`config.mk`:
```
export PLATFORM = sky130hd
export DESIGN_NAME = fpu_pack_flat
export DESIGN_NICKNAME = d
export VERILOG_FILES = /design/src/rtl/fpu_pkg.sv /design/src/rtl/fpu_pack_if.sv /design/src/rtl/fpu_round.sv /design/src/rtl/fpu_pack.sv /design/src/flat_wrapper.sv
export SDC_FILE = /design/constraint.sdc
export NUM_CORES = 1
export LEC_CHECK = 0
export CELL_PAD_IN_SITES_DETAIL_PLACEMENT = 0
export CELL_PAD_IN_SITES_GLOBAL_PLACEMENT = 1
export CORE_MARGIN = 2
export CORE_UTILIZATION = 35
export CTS_CLUSTER_SIZE = 8
export DETAILED_ROUTE_END_ITERATION = 8
export DONT_BUFFER_PORTS = 1
export PLACE_DENSITY_LB_ADDON = 0.1
export SETUP_SLACK_MARGIN = 0.2
export SYNTH_ARGS = -nofsm -noshare
export SYNTH_HDL_FRONTEND = slang
export SYNTH_SLANG_ARGS = --single-unit
```
`constraint.sdc`:
```
create_clock -name clk -period 5.47 [get_ports clk]
set_clock_uncertainty 0.15 [all_clocks]
set_input_delay 1.641 -clock clk [delete_from_list [all_inputs] [get_ports clk]]
set_output_delay 1.641 -clock clk [all_outputs]
set_load 0.1 [all_outputs]
```
`src/rtl/fpu_pkg.sv`:
```
// fpu_pkg: definitions shared by the single-precision pack and unpack blocks.
//   M_W      : internal mantissa width (hidden bit, 23 fraction bits, guard, round, sticky)
//   E_W      : signed unbiased exponent width
//   EXP_*    : IEEE-754 single-precision exponent bias and normal range
//   fsm_state_t : sequencing states of the pack engine
package fpu_pkg;

  localparam int M_W      = 27;
  localparam int E_W      = 10;
  localparam int EXP_BIAS = 127;
  localparam int EXP_MIN  = -126;
  localparam int EXP_MAX  = 127;

  typedef enum logic [2:0] {
    IDLE  = 3'd0,
    NORM  = 3'd1,
    ROUND = 3'd2,
    PACK  = 3'd3,
    OUT   = 3'd4
  } fsm_state_t;

endpackage

```
`src/rtl/fpu_pack_if.sv`:
```
// fpu_pack_if: operand-in / result-out handshake bundle of the pack engine.
//   in_valid/in_ready     : operand transfer (in_sign, in_m, in_e)
//   out_valid/out_ready   : result transfer (out_z)
//   master modport : producer of operands and consumer of results
//   slave modport  : the pack engine itself
interface fpu_pack_if #(
  parameter int M_W = fpu_pkg::M_W,
  parameter int E_W = fpu_pkg::E_W
);

  logic           in_valid;
  logic           in_ready;
  logic           in_sign;
  logic [M_W-1:0] in_m;
  logic [E_W-1:0] in_e;
  logic           out_valid;
  logic           out_ready;
  logic [31:0]    out_z;

  modport master (
    output in_valid, in_sign, in_m, in_e, out_ready,
    input  in_ready, out_valid, out_z
  );

  modport slave (
    input  in_valid, in_sign, in_m, in_e, out_ready,
    output in_ready, out_valid, out_z
  );

endinterface

```
`src/rtl/fpu_round.sv`:
```
// fpu_round: combinational round-to-nearest-even on a guard/round/sticky mantissa.
//   m      : mantissa {hidden, fraction, guard, round, sticky}
//   rnd_m  : rounded mantissa with the low three bits cleared; renormalised
//            by one place when the increment carries out of the 24-bit significand
//   carry  : the increment overflowed, so the exponent must go up by one
module fpu_round #(
  parameter int M_W = fpu_pkg::M_W
) (
  input  logic [M_W-1:0] m,
  output logic [M_W-1:0] rnd_m,
  output logic           carry
);

  localparam int F_W = M_W - 3;

  logic           inc_s;
  logic [F_W:0]   sum_s;

  // RNE increment: above half, or exactly half with an odd lsb (m[3]).
  always_comb begin
    inc_s = m[2] & (m[1] | m[0] | m[3]);
    sum_s = {1'b0, m[M_W-1:3]} + {{F_W{1'b0}}, inc_s};
    carry = sum_s[F_W];
    if (sum_s[F_W]) begin
      rnd_m = {sum_s[F_W:1], 3'b000};
    end else begin
      rnd_m = {sum_s[F_W-1:0], 3'b000};
    end
  end

endmodule

```
`src/rtl/fpu_pack.sv`:
```
// fpu_pack: normalises, rounds (RNE) and packs a sign/mantissa/exponent triple
// into an IEEE-754 single-precision word.
//   clk  : sole clock, all state changes on the rising edge
//   rst  : synchronous active-high reset
//   bus  : fpu_pack_if slave -- operand in (in_*), packed result out (out_*)
// Value of an operand is in_m/2^(M_W-1) * 2^in_e. Normalisation moves one bit
// per cycle, so latency is 3 cycles plus one per shift.
module fpu_pack #(
  parameter int M_W = fpu_pkg::M_W,
  parameter int E_W = fpu_pkg::E_W
) (
  input  logic        clk,
  input  logic        rst,
  fpu_pack_if.slave   bus
);

  import fpu_pkg::*;

  localparam logic signed [E_W-1:0] E_MIN  = E_W'(EXP_MIN);
  localparam logic signed [E_W-1:0] E_MAX  = E_W'(EXP_MAX);
  localparam logic signed [E_W-1:0] E_ONE  = {{(E_W-1){1'b0}}, 1'b1};
  localparam logic        [M_W-1:0] M_ZERO = {M_W{1'b0}};

  fsm_state_t             state_r;
  logic                   sign_r;
  logic [M_W-1:0]         m_r;
  logic signed [E_W-1:0]  e_r;
  logic [31:0]            out_z_r;
  logic                   out_valid_r;
  logic                   in_ready_r;

  logic [M_W-1:0]         rnd_m_s;
  logic                   carry_s;
  logic [7:0]             exp_field_s;
  logic [31:0]            pack_z_s;

  assign bus.in_ready  = in_ready_r;
  assign bus.out_valid = out_valid_r;
  assign bus.out_z     = out_z_r;

  fpu_round #(.M_W(M_W)) u_round (
    .m     (m_r),
    .rnd_m (rnd_m_s),
    .carry (carry_s)
  );

  // Result word from the rounded state; special cases take priority.
  always_comb begin
    // Only used when e is in -126..127, so the 8-bit wrap is exact.
    exp_field_s = e_r[7:0] + 8'(EXP_BIAS);
    if (m_r == M_ZERO) begin
      pack_z_s = {sign_r, 31'h0000_0000};
    end else if (e_r > E_MAX) begin
      pack_z_s = {sign_r, 8'hFF, 23'h00_0000};
    end else if (!m_r[M_W-1]) begin
      pack_z_s = {sign_r, 8'h00, m_r[M_W-2:3]};
    end else begin
      pack_z_s = {sign_r, exp_field_s, m_r[M_W-2:3]};
    end
  end

  // Control FSM and all datapath/output registers.
  always_ff @(posedge clk) begin
    if (rst) begin
      state_r     <= IDLE;
      sign_r      <= 1'b0;
      m_r         <= M_ZERO;
      e_r         <= {E_W{1'b0}};
      out_z_r     <= 32'h0000_0000;
      out_valid_r <= 1'b0;
      in_ready_r  <= 1'b1;
    end else begin
      case (state_r)
        IDLE: begin
          if (bus.in_valid) begin
            sign_r     <= bus.in_sign;
            m_r        <= bus.in_m;
            e_r        <= bus.in_e;
            in_ready_r <= 1'b0;
            state_r    <= NORM;
          end
        end
        NORM: begin
          if (m_r == M_ZERO) begin
            state_r <= ROUND;
          end else if (e_r < E_MIN) begin
            // Denormalise toward EXP_MIN; the lost bit stays in sticky.
            m_r <= {1'b0, m_r[M_W-1:2], m_r[1] | m_r[0]};
            e_r <= e_r + E_ONE;
          end else if (!m_r[M_W-1] && (e_r > E_MIN)) begin
            m_r <= {m_r[M_W-2:0], 1'b0};
            e_r <= e_r - E_ONE;
          end else begin
            state_r <= ROUND;
          end
        end
        ROUND: begin
          m_r <= rnd_m_s;
          if (carry_s) begin
            e_r <= e_r + E_ONE;
          end
          state_r <= PACK;
        end
        PACK: begin
          out_z_r     <= pack_z_s;
          out_valid_r <= 1'b1;
          state_r     <= OUT;
        end
        OUT: begin
          if (bus.out_ready) begin
            out_valid_r <= 1'b0;
            in_ready_r  <= 1'b1;
            state_r     <= IDLE;
          end
        end
        default: begin
          out_valid_r <= 1'b0;
          in_ready_r  <= 1'b1;
          state_r     <= IDLE;
        end
      endcase
    end
  end

endmodule

```
`src/flat_wrapper.sv`:
```
// flat-port wrapper written by rule: the top's interface ports become plain ports
module fpu_pack_flat import fpu_pkg::*;
#(
  parameter int M_W = fpu_pkg::M_W,
  parameter int E_W = fpu_pkg::E_W
)
  (clk, rst, bus_in_valid, bus_in_sign, bus_in_m, bus_in_e, bus_out_ready, bus_in_ready, bus_out_valid, bus_out_z);
  fpu_pack_if #(.M_W(M_W), .E_W(E_W)) bus_i ();
  input  logic clk;
  input  logic rst;
  input wire logic [$bits(bus_i.in_valid)-1:0] bus_in_valid;
  input wire logic [$bits(bus_i.in_sign)-1:0] bus_in_sign;
  input wire logic [$bits(bus_i.in_m)-1:0] bus_in_m;
  input wire logic [$bits(bus_i.in_e)-1:0] bus_in_e;
  input wire logic [$bits(bus_i.out_ready)-1:0] bus_out_ready;
  output wire logic [$bits(bus_i.in_ready)-1:0] bus_in_ready;
  output wire logic [$bits(bus_i.out_valid)-1:0] bus_out_valid;
  output wire logic [$bits(bus_i.out_z)-1:0] bus_out_z;
  assign bus_i.in_valid = bus_in_valid;
  assign bus_i.in_sign = bus_in_sign;
  assign bus_i.in_m = bus_in_m;
  assign bus_i.in_e = bus_in_e;
  assign bus_i.out_ready = bus_out_ready;
  assign bus_in_ready = bus_i.in_ready;
  assign bus_out_valid = bus_i.out_valid;
  assign bus_out_z = bus_i.out_z;
  fpu_pack #(.M_W(M_W), .E_W(E_W)) u_core (.clk(clk), .rst(rst), .bus(bus_i));
endmodule
```
==> results of run 1 <==
-- worst max-delay path by stage --
stage / to / slack (ps) / cells past startpoint
global route: u_core.e_r[2] / 1600 / 8
global placement: u_core.m_r[6] / 1720 / 5
CTS: u_core.e_r[0] / 1950 / 8
floorplan: u_core.m_r[25] / 2450 / 6
finish: u_core.e_r[0] / 1950 / 8
detailed placement: u_core.m_r[6] / 1750 / 5
-- power breakdown --
| group | internal, mW | total (mW) | switching, mW |
|---|---|---|---|
| combinational | 0.361 | 0.924 | 0.562 |
| clock | 0.398 | 0.641 | 0.244 |
| sequential | 0.646 | 0.963 | 0.317 |
| total | 1.40 | 2.53 | 1.12 |
-- metal layers --
layer / vias to the layer above / share of wire (%)
li1: 2084 / -
met2: 96 / 49
met5: - / 0
met3: 9 / 5.4
met1: 2082 / 45
met4: 0 / 1.1
-- flip-flops by register name (all words and copies together), names as in the netlist --
name / flops
u_core.e_r: 10
u_core.state_r: 3
u_core.bus.out_z: 32
u_core.m_r: 27
u_core.bus.out_valid: 1
u_core.sign_r: 1
u_core.bus.in_ready: 1
-- critical path, cell delays in order (launching register included) --
cell and delay [ps]:
dfxtp_1 460, and2_1 170, ha_1 230, nand4_1 210, nor4_4 690, a21oi_4 280
nor4_4 840, mux2i_1 300, a21oi_2 70
-- layout make-up --
cell class | instances | area (sq um) | area share (%)
clock inverters | 7 | 92.6 | 1.86
inverters | 12 | 45.0 | 0.907
multi-input cells | 433 | 2830 | 57.0
repair buffers | 7 | 52.6 | 1.06
flip-flops and latches | 75 | 1500 | 30.2
clock buffers | 9 | 225 | 4.54
well taps | 176 | 220 | 4.44
-- through the flow --
stage          std cells  setup slack, ps
6_report             719             1950
5_1_grt              719             1600
4_1_cts              719             1950
3_5_place_dp         703             1750
3_3_place_gp         703             1720
2_1_floorplan        583             2450
-- cells by family after synthesis --
| logic type | after synthesis |
|---|---|
| buffers and inverters | 75 |
| flip-flops | 75 |
| adder cells (fa/ha/maj) | 4 |
| AO/OA/AOI/OAI | 182 |
| AND/OR/NAND/NOR | 221 |
| multiplexers | 7 |
| XOR/XNOR | 19 |
-- Yosys cell counts (4+ instances only) --
cell type / number
a211oi_1: 15
a21o_1: 4
a21oi_1: 28
a221oi_1: 5
a222oi_1: 14
a22oi_1: 34
a31oi_1: 5
a32oi_1: 4
and4_1: 5
buf_2: 10
buf_4: 8
buf_6: 9
clkbuf_1: 31
dfxtp_1: 75
ha_1: 4
inv_1: 12
mux2i_1: 7
nand2_1: 42
nand3_1: 20
nand4_1: 8
nor2_1: 77
nor3_1: 22
nor4_1: 11
o211ai_1: 4
o21a_1: 5
o21ai_0: 28
o31ai_1: 5
or3_1: 4
xnor2_1: 13
xor2_1: 6
==> metrics.md, run 1 <==
| Metric | Value |
|---|---|
| Outcome | `finished clean` |
| EDFF count, synth | `0` |
| Crit Path Category | `reg -> reg` |
| Largest family of logic cells by synthesized area | `compound AO/OA/AOI/OAI gates` |
| Hold Path Sink | `u_core.bus.out_z[31]` |
| Final cycle utilization of the critical path | `64.4%` |
| Synth async-reset ratio | `0%` |
| Syn nets | `around 630` |
| Antenna Cells | `0` |
| Die Area | `approximately 14000 sq um` |
| Slew Viols, Final | `0` |
| Simple-gate share of the synthesized area | `between 20% and 30%` |
| Top FF cell, synth | `dfxtp_1` |
| RSZ-0062 raised after global routing | `false` |
| Final setup vio count | `0` |
| Post-DR wirelength/cell | `~21 microns` |
| Fmax | `284 MHz` |
| Global placement routability congestion | `around 0.8` |
| Critical path launch point type | `flip-flop` |
| Post-Syn Area per Cell | `just over 8 sq um` |
| GR peak layer | `met2` |
| Post-CTS Setup Inserts | `0` |
| Global-route wire length before repair | `between 20 and 25 mm` |
| DRC | `0` |
| Die Width | `120 microns` |
| Clock root cell | `clkbuf_16` |
| Clk Latency, worst-skew pair | `between 300 and 400 ps` |
| GR Layer Usage met3 | `between 6 and 7%` |
| Yosys top cell area share | `31.8%` |
| FF+latch count, synth | `75` |
| Sequential share of the synthesized area | `a little under a third` |
| Core area | `between 10000 and 15000 sq um` |
| Hold slack | `352 ps` |
| Slew HR | `~15%` |
| CTS H-tree lvls | `3` |
| Share of layout cells above drive strength 1 | `9.94%` |
| Final nets | `584` |
| Vias per cell | `5.94` |
| CP Launch Point | `u_core.m_r[2]` |
| GR Util All Layers | `between 20% and 30%` |
| Compound-gate portion of the synthesized area | `28.9%` |
| Die H | `between 100 and 150 microns` |
| Min-Delay Path Depth | `2` |
| CP Data Required Time | `between 5000 and 6000 ps` |
| Max Root-Sink Buffers | `2` |
| CTS resizes | `0` |
| Crit Path Max Fanout | `19` |
| Grt ovf | `0` |
| Final Power | `around 2.5 mW` |
| Post-synthesis adder-cell area fraction | `around 1.1%` |
| DRT Pass-1 Iters | `7` |
| Port Buffers | `0` |
| # rows | `between 40 and 50` |
| Crit Reg-Reg Startpoint | `u_core.m_r[2]` |
| Routed WL | `around 15 mm` |
| Setup slack, reg-to-reg | `1950 ps` |
| Endpoints failing hold | `0` |
| Slew @ Worst Pin | `~1300 ps` |
| Area leader, netlist | `dfxtp_1` |
| Sum Neg Setup Slack | `0 ps` |
| Via count of the routed design | `approximately 4300` |
| Mux contribution to synthesized area | `roughly 1.5%` |
| Met2 Use GR | `a little over a third` |
| CP endpoint kind | `flip-flop` |
| Clock-pin slew on the worst setup and hold paths | `around 60 ps` |
| CTS tree | `done` |
| HP Class | `reg -> reg` |
| Hold path startpoint | `u_core.sign_r` |
| Initial antenna violation count | `0` |
| FF-to-FF End | `u_core.e_r[0]` |
| Critical path arrival | `~3600 ps` |
| Warnings from Yosys | `0` |
| Min cycle time layout | `about 3500 ps` |
| Area Overhead vs Synth | `5.08%` |
| DRT antenna net count | `0` |
| Met1 Usage GRT | `29.1%` |
| Clock sinks | `75` |
| Filler cells | `roughly 1400` |
| VDD IR max | `~250 uV` |
| Initial DRC Count | `281` |
| Detailed placement HPWL | `10.3 mm` |
| Commonest non-fill, non-tap cell in the layout | `nor2_1` |
| Synthesized area | `4720 sq um` |
| Synth Area in XOR/XNOR | `roughly 3.5%` |
| Netlist cell types | `74` |
| Effective utilization at floorplan | `a little over a third` |
| DP Area | `between 4000 and 5000 sq um` |
| Most frequent cells in the layout | `nor2_1 (76), dfxtp_1 (75), nand2_1 (42), a22oi_1 (34)` |
| Total CTS buffers | `9` |
| Design area | `between 4000 and 5000 sq um` |
| Worst Reg-to-Reg Cells | `8` |
| Hold buffer count at CTS | `0` |
| Util after Layout | `between 30% and 40%` |
| IO Count | `76` |
| Number of global-route vias before repair | `roughly 4200` |
| Power density cells | `between 500 and 600 nW/um^2` |
| Max_cap viols | `0` |
| Post-Synthesis Cells | `slightly below 600` |
| Synth top area cells | `dfxtp_1 (32%), nor2_1 (6.1%), a22oi_1 (5.4%)` |
| Largest net degree at the start of global routing | `77` |
| Static Leak | `~1.7 nW` |
No activity file was read; power rests on OpenSTA's default activity.
==> run 2, diff against run 1 <==
Clock period 5.47 ns to 2.9 ns, I/O delays scaled along.
==> metrics.md, run 2 (synthesis gave the netlist of run 1 again) <==
| Metric | Value |
|---|---|
| Outcome | `finished clean (unchanged)` |
| Effective utilization at floorplan | `35.8% (unchanged)` |
| Post-DR wirelength/cell | `20.3 microns (was 21.4 microns)` |
| Endpoints failing hold | `0 (unchanged)` |
| CP Launch Point | `u_core.m_r[3] (was u_core.m_r[2])` |
| Commonest non-fill, non-tap cell in the layout | `nor2_1 (unchanged)` |
| Most Frequent Cell on Critical Path | `buf_4 (was nor4_4)` |
| Max Root-Sink Buffers | `2 (unchanged)` |
| Worst Path Buf+Inv | `2 (was 0)` |
| Slew @ Worst Pin | `1150 ps (was 1270 ps)` |
| GR Util All Layers | `22.7% (was 22.0%)` |
| Sum Neg Setup Slack | `0 ps (unchanged)` |
| Worst Reg-to-Reg Cells | `10 (was 8)` |
| Clock sinks | `75 (unchanged)` |
| # rows | `42 (unchanged)` |
| Clock-pin slew on the worst setup and hold paths | `60 ps (about the same)` |
| Clock root cell | `clkbuf_16 (unchanged)` |
| Crit Path Category | `reg -> reg (unchanged)` |
| Initial DRC Count | `393 (was 281)` |
| Slew HR | `23.4% (was 15.1%)` |
| Final Power | `5.11 mW (was 2.53 mW)` |
| Min-Delay Path Depth | `2 (unchanged)` |
| RSZ-0062 raised after global routing | `false (unchanged)` |
| Area of the multi-input gates | `2830 sq um (about the same)` |
| Number of flip-flops in the largest register | `32 (unchanged)` |
| FF-to-FF End | `u_core.m_r[23] (was u_core.e_r[0])` |
| Clk Latency, worst-skew pair | `350 ps (was 340 ps)` |
| Total CTS buffers | `9 (unchanged)` |
| Setup slack, reg-to-reg | `360 ps (was 1950 ps)` |
| CP Data Required Time | `3020 ps (was 5550 ps)` |
| Vias per cell | `5.84 (was 5.94)` |
| Final cycle utilization of the critical path | `87.7% (was 64.4%)` |
| Final nets | `654 (was 584)` |
| Crit Path Max Fanout | `6 (was 19)` |
| VDD IR max | `423 uV (was 255 uV)` |
| CTS tree | `done (unchanged)` |
| Die Width | `120 microns (unchanged)` |
| Routed WL | `16.0 mm (was 15.4 mm)` |
| Crit path depth | `10 (was 8)` |
| Port Buffers | `0 (unchanged)` |
| Share of layout cells above drive strength 1 | `20.4% (was 9.94%)` |
| Slew Viols, Final | `0 (unchanged)` |
| Largest net degree at the start of global routing | `77 (unchanged)` |
| DRT antenna net count | `0 (unchanged)` |
| Die H | `120 microns (unchanged)` |
| DRC | `0 (unchanged)` |
| HP Class | `reg -> reg (unchanged)` |
| CTS H-tree lvls | `3 (unchanged)` |
| Global placement routability congestion | `0.820 (was 0.823)` |
| Most frequent cells in the layout | `nor2_1 (76), buf_4 (75), dfxtp_1 (73), nand2_1 (41), a22oi_1 (34) (was nor2_1 (76), dfxtp_1 (75), nand2_1 (42), a22oi_1 (34))` |
| Power density cells | `924 nW/um^2 (was 509 nW/um^2)` |
| Die Area | `14400 sq um (unchanged)` |
| Area Overhead vs Synth | `16.9% (was 5.08%)` |
| Fmax | `393 MHz (was 284 MHz)` |
| Hold slack | `298 ps (was 352 ps)` |
| Global-route wire length before repair | `25.4 mm (was 24.7 mm)` |
| CP endpoint kind | `flip-flop (unchanged)` |
| Static Leak | `2.05 nW (was 1.66 nW)` |
| Critical path arrival | `2670 ps (was 3600 ps)` |
| Via count of the routed design | `4598 (was 4271)` |
| DRT Pass-1 Iters | `7 (unchanged)` |
| Detailed placement HPWL | `10.8 mm (was 10.3 mm)` |
| Final setup vio count | `0 (unchanged)` |
| Critical path cell sequence | `and2_1 > ha_1 > nand4_1 > nor4_4 > buf_4 > buf_4 > nor3b_1 > xnor2_1 > o2111a_1 > a211oi_2 (was and2_1 > ha_1 > nand4_1 > nor4_4 > a21oi_4 > nor4_4 > mux2i_1 > a21oi_2)` |
| Crit Reg-Reg Startpoint | `u_core.m_r[3] (was u_core.m_r[2])` |
| Register area | `1500 sq um (about the same)` |
| Antenna Cells | `0 (unchanged)` |
| Max_cap viols | `0 (unchanged)` |
| Largest stage delay on the critical path | `380 ps (was 840 ps)` |
| IO Count | `76 (unchanged)` |
| CP delay by family, top | `simple AND/OR/NAND/NOR gates (unchanged)` |
| Filler cells | `1363 (was 1396)` |
| Min cycle time layout | `2540 ps (was 3520 ps)` |
| Initial antenna violation count | `0 (unchanged)` |
| Grt ovf | `0 (unchanged)` |
| Critical path launch point type | `flip-flop (unchanged)` |
| Core area | `13200 sq um (unchanged)` |
| Crit path max-delay cell type | `dfxtp_2 (was nor4_4)` |
| Critical Path End | `u_core.m_r[23] (was u_core.e_r[0])` |
| Number of global-route vias before repair | `4457 (was 4201)` |
run 2: changes by cell type in the layout (fill, tap and decap cells not counted), sizes merged:
cell,delta
clkinv,-1
bufinv,+1
clkinvlp,-2
clkbuf,+1
buf,+70
run 2: layout make-up:
class	count	share of cell area, %
multi-input combinational	433	51.2
tap	176	3.99
sequential	75	27.2
clock inverter	5	1.86
inverter	12	0.815
clock buffer	10	4.14
timing repair buffer	77	10.8
run 2: per-stage QoR:
stage / instances / util (%) / instance area (sq um) / worst slack, ps
6_report: 788 / 41.9 / 5530 / 356
5_1_grt: 788 / 41.9 / 5530 / 199
4_1_cts: 786 / 41.7 / 5500 / 228
3_3_place_gp: 771 / 39.2 / 5170 / 233
2_1_floorplan: 583 / - / 4720 / 334
3_5_place_dp: 771 / 39.2 / 5170 / 179
run 2: worst reg2reg max path, cell delays in order (launching register included):
cell and delay [ps]:
dfxtp_2 380, and2_1 140, ha_1 220, nand4_1 220
nor4_4 290, buf_4 200, buf_4 140, nor3b_1 220
xnor2_1 90, o2111a_1 240, a211oi_2 170
run 2: per-layer routing:
metal,GRT usage [%],share of wire [%]
met1,28.8,43
met2,37.6,49
met3,7.12,6.4
met4,5.59,0.96
met5,0,0
run 2: worst min path at each step:
stage / slack (ps) / end / startpoint
after global routing: 330 / u_core.bus.out_z[25] / u_core.bus.out_z[25]
final: 300 / u_core.bus.out_z[25] / u_core.bus.out_z[25]
after CTS: 300 / u_core.bus.out_z[25] / u_core.bus.out_z[25]
after global placement: 290 / u_core.bus.out_z[25] / u_core.bus.out_z[25]
after floorplan: 310 / u_core.bus.out_z[31] / u_core.sign_r
after detailed placement: 290 / u_core.bus.out_z[25] / u_core.bus.out_z[25]
run 2: power breakdown:
group	switching (mW)	internal [mW]
Sequential	0.331	1.22
Combinational	1.39	0.872
Clock	0.463	0.835
Total	2.18	2.93
run 2: timing repair:
action | in CTS | in global routing
pin swaps | 1 | 1
resized for setup | 0 | 4
hold buffers | 0 | 0
buffers inserted | 0 | 2
setup endpoints to repair | 2 | 16
